[config.mk]
export PLATFORM = sky130hd
export DESIGN_NAME = jpeg_huffman_decoder
export DESIGN_NICKNAME = d
export VERILOG_FILES = /design/src/rtl/jpeg_huffman_decoder.sv
export SDC_FILE = /design/constraint.sdc
export NUM_CORES = 1
export LEC_CHECK = 0
export BUFFER_PORTS_ARGS = -buffer_cell sky130_fd_sc_hd__buf_2
export CORE_AREA = 2 2 191 193
export CTS_CLUSTER_SIZE = 25
export DETAILED_ROUTE_END_ITERATION = 16
export DIE_AREA = 0 0 193 195
export GPL_ROUTABILITY_DRIVEN = 0
export GPL_TIMING_DRIVEN = 0
export PLACE_DENSITY_LB_ADDON = 0.1
export SLEW_MARGIN = 20
export SYNTH_ARGS = -nofsm -noshare
export SYNTH_HDL_FRONTEND = slang
export SYNTH_SLANG_ARGS = --single-unit
[constraint.sdc]
create_clock -name clk -period 7.3 [get_ports clk]
set_input_delay 0.73 -clock clk [delete_from_list [all_inputs] [get_ports clk]]
set_output_delay 0.73 -clock clk [all_outputs]
set_load 0.02 [all_outputs]
[src/rtl/jpeg_huffman_decoder.sv]
// jpeg_huffman_decoder: table-driven JPEG Huffman symbol decoder with a registered copy of the result
module jpeg_huffman_decoder #(
  parameter int H = 16
) (
  input  logic              clk,
  input  logic              reset,
  input  logic [H-1:0][27:0] huff_table,
  input  logic [15:0]       code,
  output logic [3:0]        run,
  output logic [3:0]        vli_size,
  output logic [3:0]        code_size,
  output logic              valid,
  output logic [3:0]        run_q,
  output logic [3:0]        vli_size_q,
  output logic [3:0]        code_size_q,
  output logic              valid_q
);
  logic [7:0] sym;
  // Entry layout {size[3:0], code[15:0], symbol[7:0]}; scan from the top so the lowest matching index is the one left standing
  always_comb begin
    valid = 1'b0;
    sym = '0;
    code_size = '0;
    for (int i = H - 1; i >= 0; i--)
      if (huff_table[i][27:24] != 4'd0 && huff_table[i][23:8] == code) begin
        valid = 1'b1;
        sym = huff_table[i][7:0];
        code_size = huff_table[i][27:24];
      end
  end
  assign run = sym[7:4];
  assign vli_size = sym[3:0];
  // Registered copy of the combinational decode, cleared asynchronously
  always_ff @(posedge clk or posedge reset)
    if (reset) {valid_q, run_q, vli_size_q, code_size_q} <= '0;
    else {valid_q, run_q, vli_size_q, code_size_q} <= {valid, run, vli_size, code_size};
endmodule

==> impl_metrics.tcl, run 1 <==
set metrics [dict create \
    status "finished, final reports clean" \
    cts_hold_buffers 0 \
    path_class "in2out" \
    syn_area_um2 5534 \
    dpl_cell_area_um2 8501 \
    grt_pass1_wl_um 51450 \
    grt_usage_pct 19.01 \
    core-area_um2 35400 \
    rows 69 \
    power.ir.vdd_worst_mv 0.06233 \
    cts_tree "built" \
    ys_ff_latch 13 \
    slew_headroom_pct 29.63 \
    io_pins 492 \
    slew_viol_final 0 \
    finalHoldViolations 0 \
    cts-resized-gates 0 \
    multi_input_area_um2 4713 \
    power.density_nw_per_um2 63.22 \
    clkTransAtPathRegs_ns 0.05 \
    synth_most_common_cell "xnor2_1" \
    initial_core_util_pct 15.63 \
    io_buffers 475 \
    drv_cap 0 \
    die_w_um 193 \
    via_per_inst 4.308 \
    seq_area_frac_synth_pct 5.878 \
    stdcell_area_um2 8592 \
    worst_pin_slew_ns 1.046 \
    clock_sinks 13 \
    yosysTopAreaCellShare_pct 28.17 \
    async_reset_ff_share_pct 100.0 \
    hold-worst-slack_ns 0.5517 \
    dp.cells 1655 \
    post-route-min-period_ns 4.721 \
    synth_top_area_cell "xnor2_1" \
    regArea_um2 325.3 \
    ant_nets 0 \
    grt.overflow.total 0 \
    die_y_um 195 \
    num_vias 7169 \
    cts_setup_buffers 0 \
    cts_buffers 3 \
    fin_crit_sh_pct 64.67 \
    grt_max_degree 14 \
    hpwl_um 33360 \
    leakagePower_nw 3.921 \
    rsz0062_at_grt "no" \
    area_delta_synth_final_pct 55.26 \
    crit_fanout 10 \
    die-area_um2 37640 \
    setup_viol 0 \
    final_core_util_pct 24.27 \
    synth_cells 719 \
    synth.area.top_cells "xnor2_1, xor2_1, dfrtp_1" \
    fin_cells 1664 \
    synth-edff-count 0 \
    synth_cell_types 54 \
    synth_warnings 0 \
    htree_levels 1 \
    wl_per_cell_um 22.85 \
    hp-class "in2async" \
    tns_ns 0 \
    clockBufferDepth 2 \
    worstPathRequired_ns 6.57 \
    synth_common_cells "xnor2_1, xor2_1, a21oi_1, nor4_1, nand4_1" \
    ys.flop_type "dfrtp_1" \
    drtIter0Drc 182 \
    timing.fmax_mhz 211.8 \
    drt_first_pass_iters 4 \
    end_kind "output port" \
    syn_nets 1185 \
    syn_area_per_cell_um2 7.697 \
    antenna_found_initial 7 \
    grt_pass1_vias 7697 \
    routed_wirelength_um 38020 \
    drc_errors 0 \
    nFillCells 4159 \
    worst_setup_path_start_kind "primary input" \
    root_buffer "clkbuf_16" \
    layout-drive-gt1-share_pct 46.41 \
    fin_nets 1665 \
    arrival_ns 3.99 \
]
-- placed cells by master, fill, tap and decap left out, types with 23 or more instances in the layout --
| cell type | instances |
|---|---|
| a21oi_1 | 49 |
| buf_2 | 500 |
| inv_1 | 30 |
| mux2i_1 | 24 |
| nand3_1 | 32 |
| nand4_1 | 33 |
| nor2_1 | 23 |
| nor4_1 | 35 |
| xnor2_1 | 178 |
| xor2_1 | 78 |
-- critical path: stages --
cell and delay (ns):
buf_4 0.16, xor2_1 0.17, nor4_1 0.50, nand3_1 0.20, nor4_2 0.82, clkbuf_1 0.42, a21oi_1 0.07, a21oi_1 0.17
nor2_1 0.11, a22oi_1 0.21, o221ai_1 0.19, buf_2 0.22
-- routing by layer --
metal	track usage, %	up-vias	share of wire, %
li1	-	3524	-
met1	22.25	3308	40
met2	35.51	316	51
met3	4.439	17	8.2
met4	2.525	4	0.71
met5	0	-	0.079
-- how the worst max path moves through the flow --
stage                    startpoint      endpoint  cells after the start
finish                      code[9]        run[2]                     12
global route                code[9]        run[2]                     12
CTS                         code[9]        run[2]                     12
detailed placement          code[9]        run[2]                     12
global placement    huff_table[276]  code_size[1]                     12
floorplan                   code[2]  code_size[2]                      9
-- through the flow --
| step | setup slack (ns) | total power [W] |
|---|---|---|
| global route | 2.325 | 0.0005841 |
| detailed placement | 2.448 | 0.0004423 |
| finish | 2.579 | 0.0005432 |
| global placement | 2.276 | 0.0004395 |
| floorplan | 3.478 | 0.0002491 |
| CTS | 2.449 | 0.0005546 |
-- report_power, final --
group	leakage, nW	switching [W]	internal (W)
sequential	0.182	0.00000000931	0.0000722
clock	0.0382	0.0000331	0.0000740
combinational	3.70	0.000173	0.000191
total	3.92	0.000206	0.000337
-- logic make-up (layout without fill, tap and decap cells) --
kind of cell    Yosys count  count (layout)  share of synthesized area, %
simple gates            202             202                         21.89
buf+inv                  87             566                         9.179
mux                      33              33                         6.172
compound gates          128             128                         16.37
flops                    13              13                         5.878
other cells               0               5                             0
xor+xnor                256             256                         40.52
-- cell type report --
type	count	share of cell area [%]
clock buffer	4	0.9174
sequential	13	3.786
antenna	5	0.1456
timing repair buffer	475	27.67
inverter	31	1.354
multi-input combinational	619	54.86
buffer	56	4.558
tap	461	6.713
-- registers in the layout, indices dropped and copies added (netlist names) --
| register | flops |
|---|---|
| code_size_q | 4 |
| run_q | 4 |
| valid_q | 1 |
| vli_size_q | 4 |
Power figures use the tool's default switching activity.
==> run 2, diff against run 1 <==
Settings changed: CORE_AREA 2 2 191 193 to 2 2 192 194, DIE_AREA 0 0 193 195 to 0 0 194 196.
Clock period 7.3 ns to 4.6 ns, I/O delays scaled along.
==> impl_metrics.tcl, run 2 (synthesis gave the netlist of run 1 again) <==
set metrics [dict create \
    layout-drive-gt1-share_pct 46.33 \
    cts-resized-gates 0 \
    routed_wirelength_um 37300 \
    htree_levels 1 \
    grt.overflow.total 0 \
    hpwl_um 32990 \
    cp_top_family "simple AND/OR/NAND/NOR gates" \
    die_y_um 196 \
    crit_slowest_cell "nor4_1" \
    mostFrequentLayoutCells "buf_2, xnor2_1, xor2_1" \
    clkTransAtPathRegs_ns 0.05 \
    path_class "in2out" \
    io_buffers 475 \
    slew_viol_final 0 \
    die_w_um 194 \
    path_cells "buf_2, nor4_1, nor4_1, nand3_1, clkbuf_1, nand2_1, nor2_1, and3_1, o221ai_1, buf_2" \
    drtIter0Drc 274 \
    dpl_cell_area_um2 8503 \
    grt_max_degree 14 \
    rows 70 \
    rsz0062_at_grt "no" \
    hp-class "in2async" \
    clock_power_share_pct 19.7 \
    num_vias 7193 \
    slowest_delay_ns 0.90 \
    worst_setup_path_start_kind "primary input" \
    ant_nets 0 \
    grt_pass1_wl_um 52010 \
    clockBufferDepth 2 \
    stdcell_area_um2 8608 \
    power.share.switching_pct 37.86 \
    root_buffer "clkbuf_16" \
    crit_fanout 10 \
    via_per_inst 4.299 \
    setup_viol 0 \
    initial_core_util_pct 15.34 \
    worstPathRequired_ns 4.14 \
    internal-power_w 0.0005346 \
    cts_hold_buffers 0 \
    clock_sinks 13 \
    drv_cap 0 \
    hold-worst-slack_ns 0.2877 \
    fin_crit_sh_pct 94.43 \
    timing.fmax_mhz 230.2 \
    cp_num_buf_inv 3 \
    io_pins 492 \
    antenna_found_initial 13 \
    drc_errors 0 \
    power.ir.vdd_worst_mv 0.1251 \
    drt_first_pass_iters 6 \
    end_kind "output port" \
    post-route-min-period_ns 4.344 \
    layout_commonest_cell "buf_2" \
    status "finished, final reports clean" \
    cts_setup_buffers 0 \
    cts_tree "built" \
    slew_headroom_pct 28.64 \
    combPwrFrac_pct 67.0 \
    wl_per_cell_um 22.30 \
    core-area_um2 36080 \
    tns_ns 0 \
    grt_usage_pct 18.57 \
    worst_pin_slew_ns 1.061 \
    grt_pass1_vias 7744 \
    finalHoldViolations 0 \
    switchingPower_w 0.0003258 \
    fin_nets 1665 \
    cts_buffers 3 \
    area_delta_synth_final_pct 55.55 \
    p_seq_share_pct 13.3 \
    arrival_ns 3.88 \
    die-area_um2 38020 \
    leakagePower_nw 3.933 \
    power.density_nw_per_um2 99.95 \
    crit_path_start "huff_table[248]" \
]
## run 2: area by class of cell
class | count | area [µm²]
multi-input combinational | 619 | 4716
timing repair buffer | 475 | 2377
buffer | 56 | 391.6
inverter | 31 | 116.4
clock buffer | 4 | 78.83
sequential | 13 | 325.3
tap | 468 | 585.6
fill | 4185 | 27480
antenna | 7 | 17.52
## run 2: final timing paths
| kind | to | slack [ns] | cells after the start |
|---|---|---|---|
| max in group asynchronous | valid_q | 3.90 | 2 |
| worst max-delay path | run[3] | 0.26 | 10 |
| worst min-delay path | vli_size_q[3] | 0.29 | 2 |
| min in group clk | vli_size_q[0] | 0.44 | 3 |
## run 2: metrics by stage
| step | instances | util (%) | setup slack, ns | power [W] |
|---|---|---|---|---|
| finish | 1673 | 23.86 | 0.2562 | 0.0008604 |
| global route | 1671 | 23.84 | 0.03982 | 0.0009232 |
| global placement | 1662 | 23.55 | 0.1394 | 0.0006941 |
| detailed placement | 1662 | 23.56 | 0.1122 | 0.0006992 |
| CTS | 1666 | 23.78 | 0.1145 | 0.0008766 |
| floorplan | 719 | - | 1.318 | 0.0003953 |
## run 2: per-layer routing
layer	track usage [%]	routed length, µm
met4	2.946	412
met2	34.08	18820
met3	4.263	2479
met1	22.31	15530
met5	0	68
## run 2: power groups by stage
stage / Clock (W) / Sequential [W] / Combinational (W)
after floorplan: 0 / 0.000117 / 0.000279
after global placement: 0 / 0.000117 / 0.000578
after detailed placement: 0 / 0.000117 / 0.000583
after CTS: 0.000177 / 0.000115 / 0.000585
after global routing: 0.000181 / 0.000114 / 0.000628
final: 0.000169 / 0.000115 / 0.000576
